## src/rtl/mem_arbiter_pkg.sv

```systemverilog
// rtl/mem_arbiter_pkg.sv - shared types and constants for the RAM arbiter
package mem_arbiter_pkg;

    typedef logic [31:0] word_t;

    typedef enum logic [2:0] {
        IDLE,
        GNT_I,
        GNT_DR,
        GNT_DW,
        ABORT
    } arb_state_t;

    localparam word_t ARB_ERR_WORD = 32'hBAD1BAD1;

    function automatic logic is_grant(arb_state_t s);
        return (s == GNT_I) || (s == GNT_DR) || (s == GNT_DW);
    endfunction

endpackage

```

## src/rtl/arb_timeout_ctr.sv

```systemverilog
// rtl/arb_timeout_ctr.sv - counts stalled grant cycles and flags the last allowed one
module arb_timeout_ctr #(
    parameter int TIMEOUT = 64
) (
    input  logic clk_i,
    input  logic rst_ni,
    input  logic clr_i,
    input  logic en_i,
    output logic expire_o
);
    localparam int CW = (TIMEOUT > 1) ? $clog2(TIMEOUT) : 1;
    localparam logic [CW-1:0] LAST = CW'(TIMEOUT - 1);

    logic [CW-1:0] cnt_q;
    logic [CW-1:0] cnt_d;

    always_comb begin
        cnt_d = cnt_q;
        if (clr_i) begin
            cnt_d = '0;
        end else if (en_i) begin
            cnt_d = cnt_q + CW'(1);
        end
    end

    always_ff @(posedge clk_i) begin
        if (!rst_ni) begin
            cnt_q <= '0;
        end else begin
            cnt_q <= cnt_d;
        end
    end

    // Expire marks the cycle holding count TIMEOUT-1, so the abort follows TIMEOUT stalled cycles
    assign expire_o = (cnt_q == LAST);

endmodule

```

## src/rtl/mem_arbiter.sv

```systemverilog
// rtl/mem_arbiter.sv - single-port RAM arbiter between instruction fetch and data requesters
module mem_arbiter
    import mem_arbiter_pkg::*;
#(
    parameter int    TIMEOUT      = 64,
    parameter int    MAX_D_STREAK = 4,
    parameter word_t ERR_WORD     = ARB_ERR_WORD
) (
    input  logic  CLK,
    input  logic  nRST,
    input  logic  iREN,
    input  word_t iaddr,
    output word_t iload,
    output logic  iwait,
    input  logic  dREN,
    input  logic  dWEN,
    input  word_t daddr,
    input  word_t dstore,
    output word_t dload,
    output logic  dwait,
    output logic  ramREN,
    output logic  ramWEN,
    output word_t ramaddr,
    output word_t ramstore,
    input  word_t ramload,
    input  logic  ram_ready,
    output logic  err
);
    localparam int SW = $clog2(MAX_D_STREAK + 1);
    localparam logic [SW-1:0] STREAK_MAX = SW'(MAX_D_STREAK);

    arb_state_t    state_q;
    arb_state_t    state_d;
    logic          abort_is_data_q;
    logic          abort_is_data_d;
    logic [SW-1:0] streak_q;
    logic [SW-1:0] streak_d;

    logic d_req;
    logic owner_req;
    logic done;
    logic i_done;
    logic d_done;
    logic abort_i;
    logic abort_d;
    logic tmo_en;
    logic tmo_expire;

    assign d_req = dREN | dWEN;

    // The owner's own strobe keeps the grant alive; dropping it abandons the access
    always_comb begin
        owner_req = 1'b0;
        case (state_q)
            GNT_I:   owner_req = iREN;
            GNT_DR:  owner_req = dREN;
            GNT_DW:  owner_req = dWEN;
            default: owner_req = 1'b0;
        endcase
    end

    assign done    = is_grant(state_q) && owner_req && ram_ready;
    assign i_done  = done && (state_q == GNT_I);
    assign d_done  = done && (state_q != GNT_I);
    assign abort_i = (state_q == ABORT) && !abort_is_data_q;
    assign abort_d = (state_q == ABORT) && abort_is_data_q;
    assign tmo_en  = owner_req && !ram_ready;

    arb_timeout_ctr #(
        .TIMEOUT (TIMEOUT)
    ) u_timeout (
        .clk_i    (CLK),
        .rst_ni   (nRST),
        .clr_i    (!tmo_en),
        .en_i     (tmo_en),
        .expire_o (tmo_expire)
    );

    always_comb begin
        state_d         = state_q;
        abort_is_data_d = abort_is_data_q;
        case (state_q)
            IDLE: begin
                if (d_req && (streak_q < STREAK_MAX)) begin
                    state_d = dWEN ? GNT_DW : GNT_DR;
                end else if (iREN) begin
                    state_d = GNT_I;
                end
            end
            GNT_I, GNT_DR, GNT_DW: begin
                if (!owner_req || ram_ready) begin
                    state_d = IDLE;
                end else if (tmo_expire) begin
                    state_d         = ABORT;
                    abort_is_data_d = (state_q != GNT_I);
                end
            end
            ABORT:   state_d = IDLE;
            default: state_d = IDLE;
        endcase
    end

    // Data wins arbitration only until it has completed MAX_D_STREAK accesses over a waiting fetch
    always_comb begin
        streak_d = streak_q;
        if (!iREN) begin
            streak_d = '0;
        end else if ((state_q == IDLE) && (state_d == GNT_I)) begin
            streak_d = '0;
        end else if (d_done && (streak_q < STREAK_MAX)) begin
            streak_d = streak_q + SW'(1);
        end
    end

    always_ff @(posedge CLK) begin
        if (!nRST) begin
            state_q         <= IDLE;
            abort_is_data_q <= 1'b0;
            streak_q        <= '0;
        end else begin
            state_q         <= state_d;
            abort_is_data_q <= abort_is_data_d;
            streak_q        <= streak_d;
        end
    end

    always_comb begin
        ramREN   = 1'b0;
        ramWEN   = 1'b0;
        ramaddr  = '0;
        ramstore = '0;
        case (state_q)
            GNT_I: begin
                ramREN  = 1'b1;
                ramaddr = iaddr;
            end
            GNT_DR: begin
                ramREN  = 1'b1;
                ramaddr = daddr;
            end
            GNT_DW: begin
                ramWEN   = 1'b1;
                ramaddr  = daddr;
                ramstore = dstore;
            end
            default: begin
                ramREN = 1'b0;
            end
        endcase
    end

    always_comb begin
        iload = '0;
        dload = '0;
        if (i_done) begin
            iload = ramload;
        end else if (abort_i) begin
            iload = ERR_WORD;
        end
        if (d_done && (state_q == GNT_DR)) begin
            dload = ramload;
        end else if (abort_d) begin
            dload = ERR_WORD;
        end
    end

    assign iwait = iREN && !(i_done || abort_i);
    assign dwait = d_req && !(d_done || abort_d);
    assign err   = (state_q == ABORT);

endmodule

```

## config.mk

```make
export PLATFORM = sky130hd
export DESIGN_NAME = mem_arbiter
export DESIGN_NICKNAME = d
export VERILOG_FILES = /design/src/rtl/mem_arbiter_pkg.sv /design/src/rtl/arb_timeout_ctr.sv /design/src/rtl/mem_arbiter.sv
export SDC_FILE = /design/constraint.sdc
export NUM_CORES = 1
export LEC_CHECK = 0
export CORE_AREA = 2 2 105 107
export DETAILED_ROUTE_END_ITERATION = 8
export DIE_AREA = 0 0 107 109
export GPL_TIMING_DRIVEN = 0
export PLACE_DENSITY = 0.64
export SYNTH_ARGS = -nofsm -noshare
export SYNTH_HDL_FRONTEND = slang
export SYNTH_SLANG_ARGS = --single-unit
```

## constraint.sdc

```tcl
create_clock -name CLK -period 2 [get_ports CLK]
set_input_delay 0.4 -clock CLK [delete_from_list [all_inputs] [get_ports CLK]]
set_output_delay 0.4 -clock CLK [all_outputs]
set_load 0.02 [all_outputs]
```

== Word level (Yosys, flattened, before mapping) ==
Index checks and enable logic that the tools add are counted.

* Add/subtract/negate cells: 2
* $lt $le $gt $ge: 1
* Equality and inequality tests: 7
* Multiplexer cells: 15
* Bitwise operators: 4
* Reduce and logical (&&, ||, !) cells: 30

{| class="wikitable"
|+ Operators with widths
! cell !! count
|-
| $mux W32 || 5
|-
| $pmux W32 S2 || 1
|-
| $logic_and A1 B1 Y1 || 13
|-
| $mux W3 || 4
|-
| $add A6 B1 Y6 const B || 1
|-
| $eq A3 B1 Y1 const B || 2
|-
| $eq A3 B2 Y1 const B || 2
|-
| $eq A6 B6 Y1 const B || 1
|-
| $pmux W3 S2 || 1
|-
| $reduce_or A3 Y1 || 2
|-
| $logic_not A1 Y1 || 5
|-
| $logic_or A1 B1 Y1 || 5
|-
| $reduce_or A2 Y1 || 2
|-
| $add A3 B1 Y3 const B || 1
|-
| $eq A3 B3 Y1 const B || 1
|-
| $logic_not A3 Y1 || 1
|-
| $lt A3 B3 Y1 const B || 1
|-
| $mux W1 || 3
|-
| $ne A3 B1 Y1 const B || 1
|-
| $not A1 Y1 || 3
|-
| $pmux W1 S3 || 1
|-
| $reduce_and A3 Y1 || 1
|-
| $reduce_and A2 Y1 || 1
|-
| $or A1 B1 Y1 || 1
|}

* Register bits: 13
* Input port bits: 134
* Output and inout bits: 133
* Word-level logic and storage cells: 63

== Longest topological paths before layout ==
* Word-level depth: 9
* Mapped depth: 7
* Mapped depth without buffers: 5

== By module ==
Synthesis repeated with hierarchy kept, for this count alone.

* Cell total of the unflattened synthesis: 237
* Area, all modules: 1805.5 um^2

{| class="wikitable"
|+ By module, submodules not included
! module !! times used !! cells an instance !! area an instance (um^2) !! sequential area each (um^2)
|-
| mem_arbiter || 1 || 209 || 1547.7 || 140.1
|-
| arb_timeout_ctr || 1 || 28 || 257.7 || 120.1
|}

== Worst setup path before layout ==
No wires, ideal clock.

* Kind: reg2out
* Start point: reg state_q[0]
* End point: out iwait
* Arrival: 1.803 ns
* Required time: 1.600 ns
* Path slack: -0.203 ns
* Stages on the path, launching flop included: 8
* Path buffers: 3
* Cells stage by stage: dfxtp_1 > buf_2 > nor2_1 > and2_1 > nor2b_1 > buf_2 > buf_2 > nor3b_1

* Elaborated cells on any way between the ends: 14
* Those cells by class: eq/ne: 4; mux: 1; reduce/logical: 9

{| class="wikitable"
|+ RTL lines
! element !! line !! text
|-
| start, declared || mem_arbiter.sv:32 || <nowiki>arb_state_t state_q;</nowiki>
|-
| start signal, assigned || mem_arbiter.sv:121 || <nowiki>state_q <= state_d;</nowiki>
|-
| $eq A3 B3 Y1 || - ||
|-
| net err || mem_arbiter.sv:27 || <nowiki>output logic err</nowiki>
|-
| $logic_and A1 B1 Y1 || mem_arbiter.sv:65 || <nowiki>assign abort_i = (state_q == ABORT) && !abort_is_data_q;</nowiki>
|-
| $logic_or A1 B1 Y1 || mem_arbiter.sv:167 || <nowiki>assign iwait = iREN && !(i_done || abort_i);</nowiki>
|-
| $logic_not A1 Y1 || mem_arbiter.sv:167 ||
|-
| $logic_and A1 B1 Y1 || mem_arbiter.sv:167 ||
|-
| end, declared || mem_arbiter.sv:14 || <nowiki>output logic iwait,</nowiki>
|}

The timed path passes the listed nets, and every way through them passes these cells.

== Worst setup path in the final report ==
* Start point: reg state_q[1]
* End point: out dload[23]

* Cells in the longest elaborated chain, start to end: 8
* Elaborated cells on any way between the ends: 15
* Those cells by class: eq/ne: 5; mux: 3; reduce/logical: 7

{| class="wikitable"
|+ Ends and longest elaborated chain
! element !! line !! text
|-
| branches (longest 7 deep; another with $eq A3 B2 Y1) || - ||
|-
| $mux W32 * || mem_arbiter.sv:160 || <nowiki>if (d_done && (state_q == GNT_DR)) begin</nowiki>
|-
| end, declared || mem_arbiter.sv:19 || <nowiki>output word_t dload,</nowiki>
|}

Every way passes the cells marked *.

==> key figures <==
Timing
  – Final Setup Violations: 61
  – Fin. Hold Viols: 0
  – Period utilisation layout: 105%
  – Worst Setup Slack, final: -93.0 ps
  – RSZ-0062 raised after global routing: yes
  – F_max: 0.478 GHz
  – Max_slew headroom: 78.1%
  – Final Skew: approximately 1.5 ps
  – Max Slew Vio Count: 0
  – Worst-margin pin slew: 328 ps
  – Post-route minimum period: 2090 ps

Clocking
  – Worst-path clk slew: 50 ps
  – Worst skew pair latency: 240 ps
  – CTS root buf: clkbuf_8
  – Max Root-Sink Buffers: 2
  – Number of buffers created by CTS: 3
  – # clock sinks: 13
  – CTS tree: done
  – H-tree levels: 1

Layout
  – Most frequent cells in the layout: clkdlybuf4s50_1, buf_6, buf_2, a21o_1, and3_1
  – Most common cell after layout, fill and taps aside: clkdlybuf4s50_1
  – Multi-input logic area: about 1500 um^2
  – ANT cells: 0
  – Final instance area: about 5000 um^2
  – Util after Layout: 47.9%
  – Layout area overhead: 189%
  – Layout cells sized above 1: 44.0%
  – Fill count: roughly 1000
  – Sequential cell area: 264 um^2
  – Final layout net count: roughly 660

GRT
  – Largest net degree at the start of global routing: 11
  – First-pass GRT wire length: 16.1 mm
  – Initial antenna violation count: 1
  – Grt ovf: 0
  – GRT Total Usage: ~18%
  – Number of global-route vias before repair: 3019

Placed design
  – Final Wtd Congestion: 0.800
  – Port bufs: ~270
  – DP Area: 4600 um^2
  – Detail Placement HPWL: 9.37 mm

Detailed routing
  – Post-route ant nets: 0
  – DR vias/cell: 4.53
  – DR pass1 iterations: 4
  – DR WL/cell: ~17 um
  – DRT met1 WL: 4.05 mm
  – Met3 wire length: 971 um
  – Met2 wire len: 6.27 mm
  – DRT iter0 DRCs: 137
  – Routed vias: 3024
  – WL final: 11.6 mm
  – Number of remaining DRC errors: 0
  – DR top layer: met5

Run status
  – Status: finished with violations
  – Violated checks: setup timing

Power
  – Pwr Total: 1.56 mW
  – P_leak: 2.76 nW
  – Pwr dens: 308 nW/um^2
  – Worst VDD drop: ~0.15 mV

Floorplanning
  – Starting density of the core: 16.5%
  – Site Rows: 38
  – Placeable Area: 10600 um^2
  – Die Span Y: 109 um
  – Die width: 107 um
  – Die area: approximately 12000 um^2
  – IO Count: 267

Synthesis
  – Post-synth top area cell: a22o_1
  – Mapped cell area: about 1800 um^2
  – Top-area cell type share of the netlist area: 16.0%
  – Syn_nets: 369
  – Mean Syn Cell Area: approximately 7.5 um^2
  – Synth top area cells: a22o_1, a21o_1, dfxtp_1, and3_1, and2_1
  – Register area share after synthesis: ~15%
  – Flop and latch count out of synthesis: 13
  – Ys Warns: 0
  – Post-synth cell types: 33
  – Post-Syn Instances: 233

Setup path
  – Startpoint types: flip-flop
  – WP data required: 1600 ps
  – CP Max Fanout: 8
  – Crit path kind: flip-flop to output pin
  – Data arrival, critical path: ~1700 ps
  – Critical Path Sink Type: output pin

Job
  – Maximum capacitance violations: 0

Hold path
  – Min-Delay Path Class: flip-flop to flip-flop
-- what timing repair did --
item                                   CTS  global route
hold buffers                             0             0
resized for setup                      706           111
pin swaps                               29            33
endpoints found under the hold margin    0             0
gates cloned                             5             3
setup buffers                           13             6
setup endpoints to repair              133           126
-- cell usage after synthesis --
master,n
a21o_1,36
and3_1,36
a22o_1,32
and2_1,32
clkbuf_1,16
dfxtp_1,13
buf_2,12
nor2_1,12
nand2_1,5
nor2b_1,4
xnor2_1,4
nor3_1,3
a21oi_1,2
ha_1,2
mux2i_1,2
nand2b_1,2
nand3_1,2
nor3b_1,2
xor2_1,2
a2111oi_4,1
a211o_1,1
a311oi_1,1
a32oi_1,1
a41oi_1,1
and3b_1,1
and4b_1,1
inv_1,1
mux2_2,1
nand4b_1,1
nor3b_2,1
o21ai_0,1
o2bb2ai_2,1
or3b_4,1
-- registers in the layout, indices dropped and copies added (netlist names) --
name and cells:
u_timeout.cnt_q 6, state_q 3, streak_q 3, abort_is_data_q 1
-- worst paths after layout --
| kind | slack [ps] | cells after the start | endpoint | startpoint |
|---|---|---|---|---|
| worst min-delay path | 460 | 1 | u_timeout.cnt_q[0]$_SDFF_PN0_ | u_timeout.cnt_q[0]$_SDFF_PN0_ |
| worst max register to register | 240 | 7 | streak_q[1]$_SDFFE_PP0P_ | state_q[1]$_SDFF_PN0_ |
| worst max-delay path | -90 | 7 | dload[23] | state_q[1]$_SDFF_PN0_ |
| worst min register to register | 460 | 1 | u_timeout.cnt_q[0]$_SDFF_PN0_ | u_timeout.cnt_q[0]$_SDFF_PN0_ |
-- kinds of logic after synthesis --
| family | after synthesis | synth area share (%) |
|---|---|---|
| adders and majority gates | 2 | 1.43 |
| buffers and inverters | 29 | 7.06 |
| muxes | 3 | 1.78 |
| xor gates and xnor gates | 6 | 3.00 |
| DFF | 13 | 14.8 |
| and+or+nand+nor | 103 | 35.2 |
| AOI/OAI and AO/OA | 77 | 36.7 |
-- power by group --
| group | total, mW | switching (mW) | internal, mW | leakage [nW] |
|---|---|---|---|---|
| Combinational | 1.06 | 0.472 | 0.591 | 2.63 |
| Clock | 0.231 | 0.0909 | 0.141 | 0.0228 |
| Sequential | 0.270 | 0.00426 | 0.266 | 0.106 |
| Total | 1.56 | 0.567 | 0.997 | 2.76 |
-- area by class of cell --
cell class	count	share of cell area, %
clock buffers	4	0.887
repair buffers	292	55.0
inverters	1	0.0739
flip-flops and latches	13	5.20
well taps	140	3.45
multi-input cells	191	29.7
plain buffers	26	5.72
-- worst max-delay path: stages, from the launching register on --
cell,delay [ps]
dfxtp_2,320
buf_6,120
nor2b_4,140
buf_6,120
and4b_4,350
buf_6,140
a21o_1,140
buf_6,130
-- metal layers --
| layer | track usage, % | vias up |
|---|---|---|
| met5 | 0 | - |
| met4 | 5.19 | 2 |
| met3 | 4.12 | 12 |
| met2 | 35.3 | 170 |
| met1 | 18.3 | 1400 |
| li1 | - | 1440 |
-- through the flow --
stage | std cells | worst slack, ps | setup TNS (ps) | hold WS [ps]
3_3_place_gp | 639 | -935 | -84050 | 425
3_5_place_dp | 639 | -957 | -87650 | 462
4_1_cts | 659 | -128 | -4550 | 470
5_1_grt | 667 | -170 | -6690 | 490
6_report | 667 | -93.0 | -2770 | 461
2_1_floorplan | 233 | -1.39 | -1.39 | 418
Note: power is estimated with default switching activity, not from simulation.
